==> config.mk <==
export PLATFORM = sky130hd
export DESIGN_NAME = fp_div_iter
export DESIGN_NICKNAME = d
export VERILOG_FILES = /design/src/rtl/fp_div_iter.sv
export SDC_FILE = /design/constraint.sdc
export NUM_CORES = 1
export LEC_CHECK = 0
export ABC_CLOCK_PERIOD_IN_PS = 7000
export CAP_MARGIN = 20
export CORE_ASPECT_RATIO = 0.7
export CORE_UTILIZATION = 35
export CTS_BUF_LIST = sky130_fd_sc_hd__clkbuf_4 sky130_fd_sc_hd__clkbuf_8
export DETAILED_ROUTE_END_ITERATION = 8
export PLACE_DENSITY_LB_ADDON = 0.2
export SYNTH_ARGS = -nofsm -noshare
export SYNTH_HDL_FRONTEND = slang
export SYNTH_SLANG_ARGS = --single-unit
==> constraint.sdc <==
create_clock -name clk -period 7 [get_ports clk]
set_input_delay 1.4 -clock clk [delete_from_list [all_inputs] [get_ports clk]]
set_output_delay 1.4 -clock clk [all_outputs]
set_load 0.02 [all_outputs]
==> src/rtl/fp_div_iter.sv <==
// Iterative IEEE-754 divider: radix-2 restoring loop, one quotient bit per cycle,
// RNE/RTZ rounding, subnormals flushed to zero, valid/ready on both sides.
`timescale 1ns/1ps
module fp_div_iter #(
    parameter int EXP_W = 11,
    parameter int MAN_W = 52
) (
    input  logic                   clk,
    input  logic                   rst_n,
    input  logic                   in_valid,
    output logic                   in_ready,
    input  logic [EXP_W+MAN_W:0]   a,
    input  logic [EXP_W+MAN_W:0]   b,
    input  logic                   rnd,
    output logic                   out_valid,
    input  logic                   out_ready,
    output logic [EXP_W+MAN_W:0]   result,
    output logic [4:0]             flags
);

    localparam int Q  = MAN_W + 3;
    localparam int CW = $clog2(Q);
    localparam logic [EXP_W+1:0] BIAS_X   = (EXP_W+2)'(2**(EXP_W-1) - 1);
    localparam logic [EXP_W+1:0] EMAX_X   = {2'b00, {EXP_W{1'b1}}};
    localparam logic [CW-1:0]    CNT_INIT = CW'(Q - 1);

    typedef enum logic [1:0] {IDLE, DIV, ROUND, DONE} state_t;

    state_t state, next_state;

    logic                 sign_q, rnd_q;
    logic [EXP_W-1:0]     exp_a_q, exp_b_q;
    logic [MAN_W+1:0]     rem_q;
    logic [MAN_W:0]       div_q;
    logic [Q-1:0]         quo_q;
    logic [CW-1:0]        cnt_q;

    logic [EXP_W-1:0]     a_exp, b_exp;
    logic [MAN_W-1:0]     a_man, b_man;
    logic                 a_zero, b_zero, a_inf, b_inf, a_nan, b_nan, sign_in, accept;

    assign a_exp   = a[EXP_W+MAN_W-1:MAN_W];
    assign b_exp   = b[EXP_W+MAN_W-1:MAN_W];
    assign a_man   = a[MAN_W-1:0];
    assign b_man   = b[MAN_W-1:0];
    assign a_zero  = (a_exp == '0);
    assign b_zero  = (b_exp == '0);
    assign a_inf   = (&a_exp) && (a_man == '0);
    assign b_inf   = (&b_exp) && (b_man == '0);
    assign a_nan   = (&a_exp) && (a_man != '0);
    assign b_nan   = (&b_exp) && (b_man != '0);
    assign sign_in = a[EXP_W+MAN_W] ^ b[EXP_W+MAN_W];
    assign accept  = in_valid && in_ready;

    // Special-operand decode, evaluated on the raw inputs so the answer is ready at accept.
    logic                 is_special;
    logic [EXP_W+MAN_W:0] spec_result;
    logic [4:0]           spec_flags;

    always_comb begin
        is_special  = 1'b1;
        spec_result = '0;
        spec_flags  = '0;
        if (a_nan || b_nan || (a_zero && b_zero) || (a_inf && b_inf)) begin
            spec_result = {1'b0, {EXP_W{1'b1}}, 1'b1, {(MAN_W-1){1'b0}}};
            spec_flags  = 5'b10000;
        end else if (b_zero && !a_inf) begin
            spec_result = {sign_in, {EXP_W{1'b1}}, {MAN_W{1'b0}}};
            spec_flags  = 5'b01000;
        end else if (a_zero) begin
            spec_result = {sign_in, {(EXP_W+MAN_W){1'b0}}};
        end else if (a_inf) begin
            spec_result = {sign_in, {EXP_W{1'b1}}, {MAN_W{1'b0}}};
        end else if (b_inf) begin
            spec_result = {sign_in, {(EXP_W+MAN_W){1'b0}}};
        end else begin
            is_special = 1'b0;
        end
    end

    // One restoring step; the remainder stays below twice the divisor so the shift never overflows.
    logic             qbit;
    logic [MAN_W+1:0] rem_sub, rem_next;

    always_comb begin
        qbit     = (rem_q >= {1'b0, div_q});
        rem_sub  = qbit ? (rem_q - {1'b0, div_q}) : rem_q;
        rem_next = rem_sub << 1;
    end

    // Normalise, round and classify the finished quotient.
    logic [EXP_W+1:0]     e_base, e_norm, e_fin;
    logic [MAN_W-1:0]     mant;
    logic [MAN_W:0]       mant_inc;
    logic                 guard, sticky, inc, ovf, unf;
    logic [EXP_W+MAN_W:0] rnd_result;
    logic [4:0]           rnd_flags;

    always_comb begin
        e_base = {2'b00, exp_a_q} - {2'b00, exp_b_q} + BIAS_X;
        if (quo_q[Q-1]) begin
            mant   = quo_q[Q-2:2];
            guard  = quo_q[1];
            sticky = quo_q[0] | (|rem_q);
            e_norm = e_base;
        end else begin
            mant   = quo_q[Q-3:1];
            guard  = quo_q[0];
            sticky = |rem_q;
            e_norm = e_base - (EXP_W+2)'(1);
        end
        inc      = !rnd_q && guard && (sticky || mant[0]);
        mant_inc = {1'b0, mant} + {{MAN_W{1'b0}}, inc};
        e_fin    = e_norm + {{(EXP_W+1){1'b0}}, mant_inc[MAN_W]};
        ovf      = !e_fin[EXP_W+1] && (e_fin >= EMAX_X);
        unf      = e_fin[EXP_W+1] || (e_fin == '0);
        if (ovf) begin
            rnd_result = rnd_q ? {sign_q, {(EXP_W-1){1'b1}}, 1'b0, {MAN_W{1'b1}}}
                               : {sign_q, {EXP_W{1'b1}}, {MAN_W{1'b0}}};
            rnd_flags  = 5'b00101;
        end else if (unf) begin
            rnd_result = {sign_q, {(EXP_W+MAN_W){1'b0}}};
            rnd_flags  = 5'b00011;
        end else begin
            rnd_result = {sign_q, e_fin[EXP_W-1:0], mant_inc[MAN_W-1:0]};
            rnd_flags  = {4'b0000, guard | sticky};
        end
    end

    always_ff @(posedge clk or negedge rst_n) begin
        if (!rst_n) state <= IDLE;
        else        state <= next_state;
    end

    always_comb begin
        next_state = state;
        case (state)
            IDLE:    if (accept) next_state = is_special ? DONE : DIV;
            DIV:     if (cnt_q == '0) next_state = ROUND;
            ROUND:   next_state = DONE;
            DONE:    if (out_valid && out_ready) next_state = IDLE;
            default: next_state = IDLE;
        endcase
    end

    // out_valid trails DONE entry by one cycle, so result/flags are already settled when it rises.
    always_ff @(posedge clk or negedge rst_n) begin
        if (!rst_n) begin
            in_ready  <= 1'b0;
            out_valid <= 1'b0;
            result    <= '0;
            flags     <= '0;
            sign_q    <= 1'b0;
            rnd_q     <= 1'b0;
            exp_a_q   <= '0;
            exp_b_q   <= '0;
            rem_q     <= '0;
            div_q     <= '0;
            quo_q     <= '0;
            cnt_q     <= '0;
        end else begin
            in_ready  <= (next_state == IDLE);
            out_valid <= (state == DONE) && !(out_valid && out_ready);
            case (state)
                IDLE: begin
                    if (accept) begin
                        sign_q  <= sign_in;
                        rnd_q   <= rnd;
                        exp_a_q <= a_exp;
                        exp_b_q <= b_exp;
                        rem_q   <= {2'b01, a_man};
                        div_q   <= {1'b1, b_man};
                        quo_q   <= '0;
                        cnt_q   <= CNT_INIT;
                        if (is_special) begin
                            result <= spec_result;
                            flags  <= spec_flags;
                        end
                    end
                end
                DIV: begin
                    rem_q <= rem_next;
                    quo_q <= {quo_q[Q-2:0], qbit};
                    cnt_q <= cnt_q - CW'(1);
                end
                ROUND: begin
                    result <= rnd_result;
                    flags  <= rnd_flags;
                end
                default: ;
            endcase
        end
    end

endmodule
==> run_results.csv <==
group,metric,value,unit
placement,place_area,20500,um^2
yosys,yosysWarnings,0,
timing,fin_crit,6480,ps
cts,htree_levels,2,
final_layout,area_delta_synth_final,19.7,%
yosys,synth_seq_cells,265,
worst_setup_path,cp-start-kind,"flip-flop",
power_and_ir_drop,p_sw,5.81,mW
detailed_routing,drtIter0Drc,1343,
yosys,synthTopCellsByCount,"352 x nand2_1, 265 x dfrtp_1, 178 x o21ai_0",
cts,clkLatencyLatePin,600,ps
cts,cts_buffers,46,
global_route,grt_pass1_vias,15800,
power_and_ir_drop,static-leakage-power,9.24,nW
placement,numPortBuffers,203,
worst_setup_path,ff2ff_setup_slack,520,ps
power_and_ir_drop,switching_share,49.4,%
timing,finClkSkew,36.9,ps
cts,cts_hold_buf,0,
worst_setup_path,r2r_end,"result[32]",
global_route,grt_overflow,0,
global_route,antenna_found_initial,0,
yosys,yosys.cell_types.count,81,
die,die_y,191,um
worst_setup_path,cp.arrival,6950,ps
power_and_ir_drop,power_density,547,nW/um^2
final_layout,final_area,21500,um^2
final_layout,n_antenna_cell,0,
detailed_routing,vias,16500,
detailed_routing,ant_nets,0,
yosys,synthTopCellsByArea,"dfrtp_1 37%, nand2_1 7.4%, ha_1 5.0%",
yosys,yosysSeqAreaShare,36.9,%
power_and_ir_drop,ir_worst_vdd,0.251,mV
timing,clock.fmax,154,MHz
die,initial_core_util,35.4,%
cts,clock_path_buffers,3,
worst_setup_path,r2r_start,"rem_q[41]",
worst_setup_path,reg2reg_depth,26,
die,fp.dieW,273,um
power_and_ir_drop,clock_power_share,13.3,%
power_and_ir_drop,sequentialPowerShare,23.3,%
cts,cts_root_buf,"clkbuf_8",
yosys,yosysTopAreaCellShare,36.9,%
power_and_ir_drop,intPower,5.95,mW
die,die_area,52200,um^2
status,status,"finished, final reports clean",
global_route,grt_pass1_wl,92.6,mm
final_layout,nets,2476,
yosys,avgSynthCellArea,8.40,um^2
detailed_routing,first_pass_iters,5,
yosys,synth_fp_nets,2343,
placement,place.gp.congestion,0.917,
timing,relSlewSlack,38.1,%
timing,hold_violations,0,
worst_setup_path,critPathKind,"reg -> reg",
worst_hold_path,hold_path.class,"reg -> reg",
detailed_routing,route.detailed.drc,0,
timing,tightest_slew,920,ps
die,num_rows,69,
detailed_routing,viasPerCell,5.55,
detailed_routing,totalWireLength,59.1,mm
placement,dp.final_hpwl,43.4,mm
yosys,synth-edff-count,0,
cts,clock_sinks,265,
final_layout,drive_gt1_share,6.25,%
flow_run,maxCapViolCount,0,
global_route,grt_max_degree,130,
detailed_routing,avgRoutedWirePerCell,19.9,um
worst_setup_path,cp-startpoint,"rem_q[41]",
cts,cts_tree,"done",
timing,slew_viol_final,0,
timing,setup-tns-final,0,ps
power_and_ir_drop,power_frac_comb,63.4,%
final_layout,fillers,4994,
worst_setup_path,required,7480,ps
global_route,grtUsageTotal,22.4,%
timing,rsz0062_at_grt,"no",
die,core_area,50700,um^2
yosys,synth.most_common_cell,"nand2_1",
yosys,synth_area,18000,um^2
worst_setup_path,crit_fanout,43,
yosys,netlist_instances,2136,
cts,post_cts_buffers,0,
yosys,synthFlopType,"dfrtp_1",
cts,clkSlewWorstSetupHoldPaths,60,ps
timing,post-route-period-util,92.5,%
yosys,synth_largest_area_cell,"dfrtp_1",
worst_setup_path,endpoint,"result[32]",
timing,finalSetupViolCount,0,
die,pin_count,204,
yosys,async_flop_share,100,%
worst_setup_path,crit_path_end_kind,"flip-flop",
==> power groups by stage <==
| stage | clock network [mW] | registers (mW) | logic, mW |
|---|---|---|---|
| floorplan | 0 | 2.68 | 5.36 |
| global placement | 0 | 2.72 | 7.37 |
| detailed placement | 0 | 2.75 | 7.33 |
| CTS | 1.62 | 2.73 | 7.39 |
| global route | 1.67 | 2.82 | 8.22 |
| finish | 1.56 | 2.74 | 7.46 |
==> what timing repair did <==
action	CTS	global route
pin swaps	0	1
hold endpoints to repair	0	0
setup endpoints to repair	1	61
cloned	0	0
gates resized for setup	1	3
==> cell families after synthesis <==
family / Yosys count / synth area share, %
compound gates: 542 / 20.1
xor+xnor: 156 / 7.92
fa+ha+maj: 74 / 5.24
buf+inv: 237 / 5.26
flops: 265 / 36.9
mux: 67 / 3.77
simple gates: 795 / 20.7
==> placed cells by master, fill, tap and decap left out, types with 43 or more instances in the layout <==
cell and n:
a21o_1 43, a21oi_1 93, a221o_1 57, clkbuf_8 58, clkdlybuf4s50_1 202, dfrtp_1 264
ha_1 72, inv_1 99, mux2i_1 65, nand2_1 351, nand3_1 104, nor2_1 106
nor4_1 53, o21ai_0 177, xnor2_1 91, xor2_1 60
==> how the worst min path moves through the flow <==
stage	from	end	cells past startpoint
3_5_place_dp	div_q[52]	div_q[52]	2
3_3_place_gp	div_q[52]	div_q[52]	2
6_report	div_q[52]	div_q[52]	2
4_1_cts	div_q[52]	div_q[52]	2
5_1_grt	div_q[52]	div_q[52]	2
2_1_floorplan	div_q[52]	div_q[52]	2
==> critical path: stages, from the launching register on <==
cell      delay [ps]
dfrtp_1          430
nor4_1           120
nand4_1          170
nor4_1           120
a211oi_1         260
ha_1             210
ha_1             210
nand3_1          190
nor4_4           320
and2_1           270
nand3_1          150
nor2_1           150
nand2_1          120
or4_1            630
nor3_2           280
ha_1             210
ha_1             290
inv_1             90
nor3_1           250
xnor2_1          220
nand4_1          170
nor3_1           210
nand4_1          210
and3_1           240
and3_1           180
buf_4            270
a221o_1          360
==> routing by layer <==
metal | up-vias | part of all wire [%] | GRT usage [%]
li1 | 7895 | - | -
met1 | 8088 | 50 | 34.0
met2 | 484 | 42 | 33.0
met3 | 65 | 6.0 | 3.99
met4 | 0 | 1.4 | 4.24
met5 | - | 0 | 0
==> registers in the layout, indices dropped and copies added, names as in the netlist, 2 cells and up <==
register  flops
flags         5
quo_q        55
exp_a_q      11
cnt_q         6
result       64
div_q        53
exp_b_q      11
rem_q        54
state         2
==> through the flow <==
stage          total power, mW  worst slack [ps]  utilization (%)  cells  hold WS [ps]
2_1_floorplan             8.05              84.8                -   2136           418
3_3_place_gp              10.1               113             40.4   2894           438
3_5_place_dp              10.1              12.6             40.4   2894           443
4_1_cts                   11.7               204             42.4   2977           458
5_1_grt                   12.7              7.59             42.4   2978           502
6_report                  11.8               523             42.4   2978           447
==> final cells by class <==
type | instances | area [um^2] | area share (%)
clock buffer | 71 | 896 | 4.17
timing repair buffer | 223 | 2210 | 10.3
tap | 674 | 843 | 3.92
sequential | 265 | 6640 | 30.9
inverter | 99 | 372 | 1.73
multi-input combinational | 1634 | 10400 | 48.6
clock inverter | 12 | 93.8 | 0.437
(Power assumes the default switching activity.)
